--- config.mk ---
export PLATFORM = sky130hd
export DESIGN_NAME = spi_master_xfer_scheduler
export DESIGN_NICKNAME = d
export VERILOG_FILES = /design/src/rtl/spi_globals_pkg.sv /design/src/rtl/spi_rr_arbiter.sv /design/src/rtl/spi_master_xfer_scheduler.sv
export SDC_FILE = /design/constraint.sdc
export NUM_CORES = 1
export LEC_CHECK = 0
export ABC_AREA = 1
export BUFFER_PORTS_ARGS = -buffer_cell sky130_fd_sc_hd__buf_2
export CORE_ASPECT_RATIO = 0.75
export CORE_MARGIN = 2
export CORE_UTILIZATION = 55
export CTS_CLUSTER_SIZE = 40
export DETAILED_ROUTE_END_ITERATION = 8
export PLACE_DENSITY = 0.81
export SETUP_SLACK_MARGIN = 0.3
export SYNTH_ARGS = -nofsm -noshare
export SYNTH_HDL_FRONTEND = slang
export SYNTH_SLANG_ARGS = --single-unit
--- constraint.sdc ---
create_clock -name i_pclk -period 3.2 [get_ports i_pclk]
set_input_delay 0.32 -clock i_pclk [delete_from_list [all_inputs] [get_ports i_pclk]]
set_output_delay 0.32 -clock i_pclk [all_outputs]
set_load 0.01 [all_outputs]
--- src/rtl/spi_globals_pkg.sv ---
// Shared SPI definitions: the chip-select count and the types used by the transfer scheduler.
package spi_globals_pkg;

    localparam int unsigned SPI_NO_OF_SLAVES          = 3;
    localparam int unsigned SPI_SCHED_TIMEOUT_DEFAULT = 4096;

    typedef enum logic [2:0] {
        IDLE,
        ARB,
        C2T,
        XFER,
        T2C,
        WAIT
    } spi_sched_state_e;

    typedef struct packed {
        logic [7:0] baud_div;
        logic [7:0] c2t;
        logic [7:0] t2c;
        logic [7:0] wdelay;
    } spi_sched_cfg_s;

    // Delay units to pclk cycles; a zero divider behaves as a divider of one.
    function automatic logic [15:0] spi_units_to_cycles(input logic [7:0] units,
                                                        input logic [7:0] baud_div);
        logic [7:0] w_baud;
        w_baud = (baud_div == 8'd0) ? 8'd1 : baud_div;
        return {8'd0, units} * {8'd0, w_baud};
    endfunction

endpackage

--- src/rtl/spi_rr_arbiter.sv ---
// Round-robin requester pick: combinational search from a registered pointer.
module spi_rr_arbiter #(
    parameter int unsigned NO_OF_REQ = 4
) (
    input  logic                 i_pclk,
    input  logic                 i_areset,
    input  logic [NO_OF_REQ-1:0] i_req,
    input  logic                 i_advance,
    input  logic [(NO_OF_REQ > 1 ? $clog2(NO_OF_REQ) : 1)-1:0] i_last_idx,
    output logic                 o_valid,
    output logic [(NO_OF_REQ > 1 ? $clog2(NO_OF_REQ) : 1)-1:0] o_idx,
    output logic [NO_OF_REQ-1:0] o_onehot
);
    localparam int unsigned IDX_W = (NO_OF_REQ > 1) ? $clog2(NO_OF_REQ) : 1;

    logic [IDX_W-1:0] r_ptr;
    int unsigned      w_j;

    always_comb begin
        o_valid  = 1'b0;
        o_idx    = '0;
        o_onehot = '0;
        w_j      = 0;
        // Walk from the far end so the requester closest to the pointer is written last.
        for (int i = NO_OF_REQ - 1; i >= 0; i--) begin
            w_j = (32'(r_ptr) + 32'(i)) % NO_OF_REQ;
            if (i_req[w_j]) begin
                o_valid = 1'b1;
                o_idx   = IDX_W'(w_j);
            end
        end
        if (o_valid) begin
            o_onehot[o_idx] = 1'b1;
        end
    end

    always_ff @(posedge i_pclk or negedge i_areset) begin
        if (!i_areset) begin
            r_ptr <= '0;
        end else if (i_advance) begin
            r_ptr <= (i_last_idx == IDX_W'(NO_OF_REQ - 1)) ? '0 : i_last_idx + 1'b1;
        end
    end

endmodule

--- src/rtl/spi_master_xfer_scheduler.sv ---
// Arbitrates requesters onto one SPI shift engine and sequences CS, start and the CS delays.
module spi_master_xfer_scheduler
    import spi_globals_pkg::*;
#(
    parameter int unsigned NO_OF_REQ    = 4,
    parameter int unsigned NO_OF_SLAVES = SPI_NO_OF_SLAVES,
    parameter int unsigned SLV_W        = (NO_OF_SLAVES > 1) ? $clog2(NO_OF_SLAVES) : 1,
    parameter int unsigned TIMEOUT      = SPI_SCHED_TIMEOUT_DEFAULT
) (
    input  logic                       i_pclk,
    input  logic                       i_areset,
    input  logic [NO_OF_REQ-1:0]       i_req,
    input  logic [NO_OF_REQ*SLV_W-1:0] i_req_slave,
    input  logic [7:0]                 i_cfg_baud_div,
    input  logic [7:0]                 i_cfg_c2t,
    input  logic [7:0]                 i_cfg_t2c,
    input  logic [7:0]                 i_cfg_wdelay,
    output logic [NO_OF_REQ-1:0]       o_gnt,
    output logic [NO_OF_SLAVES-1:0]    o_cs,
    output logic                       o_xfer_start,
    input  logic                       i_xfer_done,
    output logic                       o_busy,
    output logic                       o_timeout_err
);
    localparam int unsigned REQ_W       = (NO_OF_REQ > 1) ? $clog2(NO_OF_REQ) : 1;
    localparam logic [15:0] TIMEOUT_CYC = 16'(TIMEOUT);

    spi_sched_state_e     r_state;
    spi_sched_cfg_s       w_cfg;
    logic [15:0]          r_cnt;
    logic [15:0]          r_t2c_cyc;
    logic [15:0]          r_wait_cyc;
    logic [REQ_W-1:0]     r_gnt_idx;
    logic [REQ_W-1:0]     w_pick_idx;
    logic [NO_OF_REQ-1:0] w_pick_onehot;
    logic                 w_pick_valid;
    logic                 w_cnt_last;
    logic                 w_ptr_adv;
    logic [SLV_W-1:0]     w_pick_slv;

    assign w_cfg = '{baud_div: i_cfg_baud_div, c2t: i_cfg_c2t,
                     t2c: i_cfg_t2c, wdelay: i_cfg_wdelay};
    // A loaded count of 0 or 1 both mean a single cycle in the state.
    assign w_cnt_last = (r_cnt <= 16'd1);
    assign w_ptr_adv  = (r_state == T2C) && w_cnt_last;
    assign w_pick_slv = i_req_slave[32'(w_pick_idx) * SLV_W +: SLV_W];

    function automatic logic [NO_OF_SLAVES-1:0] cs_decode(input logic [SLV_W-1:0] idx);
        logic [NO_OF_SLAVES-1:0] w_v;
        w_v = '1;
        for (int s = 0; s < NO_OF_SLAVES; s++) begin
            if (32'(idx) == 32'(s)) begin
                w_v[s] = 1'b0;
            end
        end
        return w_v;
    endfunction

    spi_rr_arbiter #(
        .NO_OF_REQ (NO_OF_REQ)
    ) u_arb (
        .i_pclk     (i_pclk),
        .i_areset   (i_areset),
        .i_req      (i_req),
        .i_advance  (w_ptr_adv),
        .i_last_idx (r_gnt_idx),
        .o_valid    (w_pick_valid),
        .o_idx      (w_pick_idx),
        .o_onehot   (w_pick_onehot)
    );

    always_ff @(posedge i_pclk or negedge i_areset) begin
        if (!i_areset) begin
            r_state       <= IDLE;
            r_cnt         <= '0;
            r_t2c_cyc     <= '0;
            r_wait_cyc    <= '0;
            r_gnt_idx     <= '0;
            o_gnt         <= '0;
            o_cs          <= '1;
            o_xfer_start  <= 1'b0;
            o_busy        <= 1'b0;
            o_timeout_err <= 1'b0;
        end else begin
            o_xfer_start  <= 1'b0;
            o_timeout_err <= 1'b0;
            unique case (r_state)
                IDLE: begin
                    if (|i_req) begin
                        r_state <= ARB;
                        o_busy  <= 1'b1;
                    end
                end
                ARB: begin
                    if (w_pick_valid) begin
                        r_gnt_idx  <= w_pick_idx;
                        o_gnt      <= w_pick_onehot;
                        o_cs       <= cs_decode(w_pick_slv);
                        r_cnt      <= spi_units_to_cycles(w_cfg.c2t, w_cfg.baud_div);
                        r_t2c_cyc  <= spi_units_to_cycles(w_cfg.t2c, w_cfg.baud_div);
                        r_wait_cyc <= spi_units_to_cycles(w_cfg.wdelay, w_cfg.baud_div);
                        r_state    <= C2T;
                    end else begin
                        // Request withdrawn between IDLE and ARB.
                        r_state <= IDLE;
                        o_busy  <= 1'b0;
                    end
                end
                C2T: begin
                    if (w_cnt_last) begin
                        r_state      <= XFER;
                        o_xfer_start <= 1'b1;
                        r_cnt        <= TIMEOUT_CYC;
                    end else begin
                        r_cnt <= r_cnt - 16'd1;
                    end
                end
                XFER: begin
                    if (i_xfer_done || w_cnt_last) begin
                        o_timeout_err <= !i_xfer_done;
                        r_state       <= T2C;
                        r_cnt         <= r_t2c_cyc;
                    end else begin
                        r_cnt <= r_cnt - 16'd1;
                    end
                end
                T2C: begin
                    if (w_cnt_last) begin
                        o_cs  <= '1;
                        o_gnt <= '0;
                        r_cnt <= r_wait_cyc;
                        if (r_wait_cyc == 16'd0) begin
                            r_state <= IDLE;
                            o_busy  <= 1'b0;
                        end else begin
                            r_state <= WAIT;
                        end
                    end else begin
                        r_cnt <= r_cnt - 16'd1;
                    end
                end
                WAIT: begin
                    if (w_cnt_last) begin
                        r_state <= IDLE;
                        o_busy  <= 1'b0;
                    end else begin
                        r_cnt <= r_cnt - 16'd1;
                    end
                end
                default: begin
                    r_state <= IDLE;
                    o_busy  <= 1'b0;
                    o_cs    <= '1;
                    o_gnt   <= '0;
                end
            endcase
        end
    end

endmodule

==> out/qor.csv <==
metric,value,unit
status,finished with violations,
violations,negative setup slack,
netlist_area,0.0103,sq mm
grt_antenna_before_repair,0,
via_count,9863,
hold_buffers,0,
wire_per_inst,15.6,um
syn_to_final_growth,31.5,%
min_path_type,in -> async,
synthTopCellsByCount,"nand2_1 (379), inv_1 (323), ha_1 (111), fa_1 (108), nor2_1 (63)",
nNetsFinal,1861,
powerDensity,589,mW/mm^2
dp_hpwl,20.9,mm
fin_tns_setup,-11.88,ns
ys_seq_area_share,15.8,%
synth_area_leaders,"fa_1 (21%), dfrtp_1 (15%), nand2_1 (14%)",
p_leak,7.66,nW
drt_iter0_drc,681,
ios,57,
clockBufferDepth,2,
synth-edff-count,0,
htree_levels,3,
layout.core_utilization,73.6,%
reg2regPathDepth,6,
pwr-share-seq,12.3,%
antenna_cells,0,
setup_ws,-0.627,ns
core.rowCount,43,
yosysMostFrequentCell,nand2_1,
fin_area,0.0135,sq mm
ys_types,49,
grt_pass1_vias,9381,
fin_crit_sh,120,%
ys_warn_count,0,
end_kind,flip-flop,
p_switching,3.46,mW
drt-vias-per-instance,5.34,
max-cap-violations,0,
die_y,122,um
async_flop_share,100,%
grt_pass1_wl,44.1,mm
reg2reg_to,r_wait_cyc[11],
drc,0,
drt_wl_total,28.8,mm
clock_latency,0.34,ns
clock-skew-final,0.00402,ns
dieWidth,162,um
cts_root_buf,clkbuf_16,
placeableCoreArea,0.0184,sq mm
p_int,4.52,mW
rsz0062_at_grt,yes,
cts-buffers-inserted,9,
grt_max_degree,43,
placed_area,0.0119,sq mm
tightest_slew,1.13,ns
period_needed,3.83,ns
ys_ff_latch,65,
cp.required,3.47,ns
clock-sinks,65,
hold_viol,0,
ant_nets,0,
report.final.slew_viol_count,0,
cp.arrival,4.10,ns
io_buffers,56,
grtUsageTotal,27.5,%
routabilityCongestion,0.948,
cp-startpoint,i_cfg_baud_div[2],
die_area,0.0198,sq mm
cts_tree,done,
start_util,55.9,%
swShare,43.4,%
syn_nets,1690,
finalSetupViolCount,30,
comb_power_share,73.4,%
power.total,7.98,mW
clock_power_share,14.3,%
cp-start-kind,input pin,
slew_headroom,24.5,%
yosysTopAreaCell,fa_1,
overflow,0,
reg2reg_from,r_state[0],
path_max_fanout,8,
synth_top_area_share,21.0,%
synth-main-ff-cell,dfrtp_1,
ir_drop,0.390,mV
netlist_instances,1424,
fmax,261,MHz
clk_pin_slew_worst_paths,0.05,ns
syn_avg_cell_area,7.23,sq um
crit_type,in -> reg,
layout-drive-gt1-share,29.6,%
first_pass_iters,6,
rrSetupSlack,0.93,ns
final cells by class:
type | instances | area [sq um]
multi-input combinational | 965 | 8170
fill | 1292 | 4870
timing repair buffer | 222 | 1830
sequential | 65 | 1630
inverter | 332 | 1250
tap | 247 | 309
clock buffer | 11 | 243
clock inverter | 5 | 103
flip-flops by register name (all words and copies together), names as in the netlist:
name           cells
o_busy             1
o_cs               3
o_gnt              4
o_timeout_err      1
o_xfer_start       1
r_cnt             16
r_gnt_idx          2
r_state            3
r_t2c_cyc         16
r_wait_cyc        16
u_arb.r_ptr        2
repair_timing:
action	4_1_cts	5_1_grt
gates cloned	0	1
endpoints found under the hold margin	0	0
buffers inserted	19	11
pin swaps	60	77
endpoints found under the setup margin	35	36
resized for setup	121	120
layer usage:
metal,part of all wire (%),vias up,global-route usage [%]
met5,0,-,0
met4,1.5,0,4.65
met3,7.0,49,4.43
met2,49,375,46.4
met1,43,4784,38.4
li1,-,4655,-
stage by stage:
step | hold slack (ns) | cells | setup slack, ns
2_1_floorplan | 0.0244 | 1424 | -0.786
3_3_place_gp | 0.457 | 1800 | -0.891
5_1_grt | 0.134 | 1847 | -0.788
4_1_cts | 0.108 | 1835 | -0.517
6_report | 0.0916 | 1847 | -0.627
3_5_place_dp | 0.460 | 1800 | -1.01
how the worst max path moves through the flow:
stage | endpoint | slack (ns) | cells after the start
5_1_grt | r_cnt[14] | -0.79 | 23
3_5_place_dp | r_cnt[12] | -1.01 | 23
6_report | r_cnt[14] | -0.63 | 23
3_3_place_gp | r_cnt[15] | -0.89 | 23
4_1_cts | r_cnt[12] | -0.52 | 22
2_1_floorplan | r_cnt[12] | -0.79 | 24
critical path, cell delays in order:
cell and delay (ns):
buf_12 0.13, nand2_4 0.06, inv_2 0.04, fa_1 0.54, inv_2 0.05, fa_1 0.55, inv_2 0.04, fa_1 0.47
inv_1 0.05, fa_1 0.48, inv_2 0.05, ha_4 0.28, nand2_1 0.05, nor2_1 0.14, nand2_2 0.11, nand2_2 0.11
nand4_1 0.08, nand2_1 0.09, xor2_1 0.18, nand2_1 0.08, nand3_2 0.07, nand2_1 0.05, nand2_1 0.06
power by group through the flow:
stage	registers (mW)	logic (mW)	clock network (mW)
3_3_place_gp	0.987	4.38	0
6_report	0.978	5.85	1.14
5_1_grt	0.985	6.36	1.18
2_1_floorplan	0.974	3.05	0
4_1_cts	0.976	5.03	1.14
3_5_place_dp	0.989	4.51	0
layout by cell type (no fill, tap or decap), types with 5 or more instances in the layout:
cell,count
buf_4,134
a21oi_1,20
o21bai_1,6
fa_1,96
ha_2,5
clkbuf_16,10
o22ai_1,5
o21ai_0,23
nand2_1,337
fa_2,12
nor3_2,5
buf_12,10
dfrtp_1,62
nor2_2,16
buf_6,25
buf_2,46
a21oi_4,7
nand4_1,12
buf_8,6
ha_1,79
a21oi_2,12
inv_1,291
nor3_1,8
nor2_4,14
nor2_1,42
nand3_2,10
nand2_2,36
o21ai_1,37
nand2_4,14
xor2_1,19
nand3_1,54
a31oi_1,6
ha_4,27
inv_2,39
logic make-up after synthesis:
| logic type | after synthesis | share of synthesized area, % |
|---|---|---|
| adder cells (fa/ha/maj) | 219 | 34.5 |
| AO/OA/AOI/OAI | 144 | 8.07 |
| AND/OR/NAND/NOR | 570 | 23.9 |
| buffers and inverters | 394 | 14.9 |
| XOR/XNOR | 32 | 2.72 |
| flip-flops | 65 | 15.8 |
(Power assumes the default switching activity.)
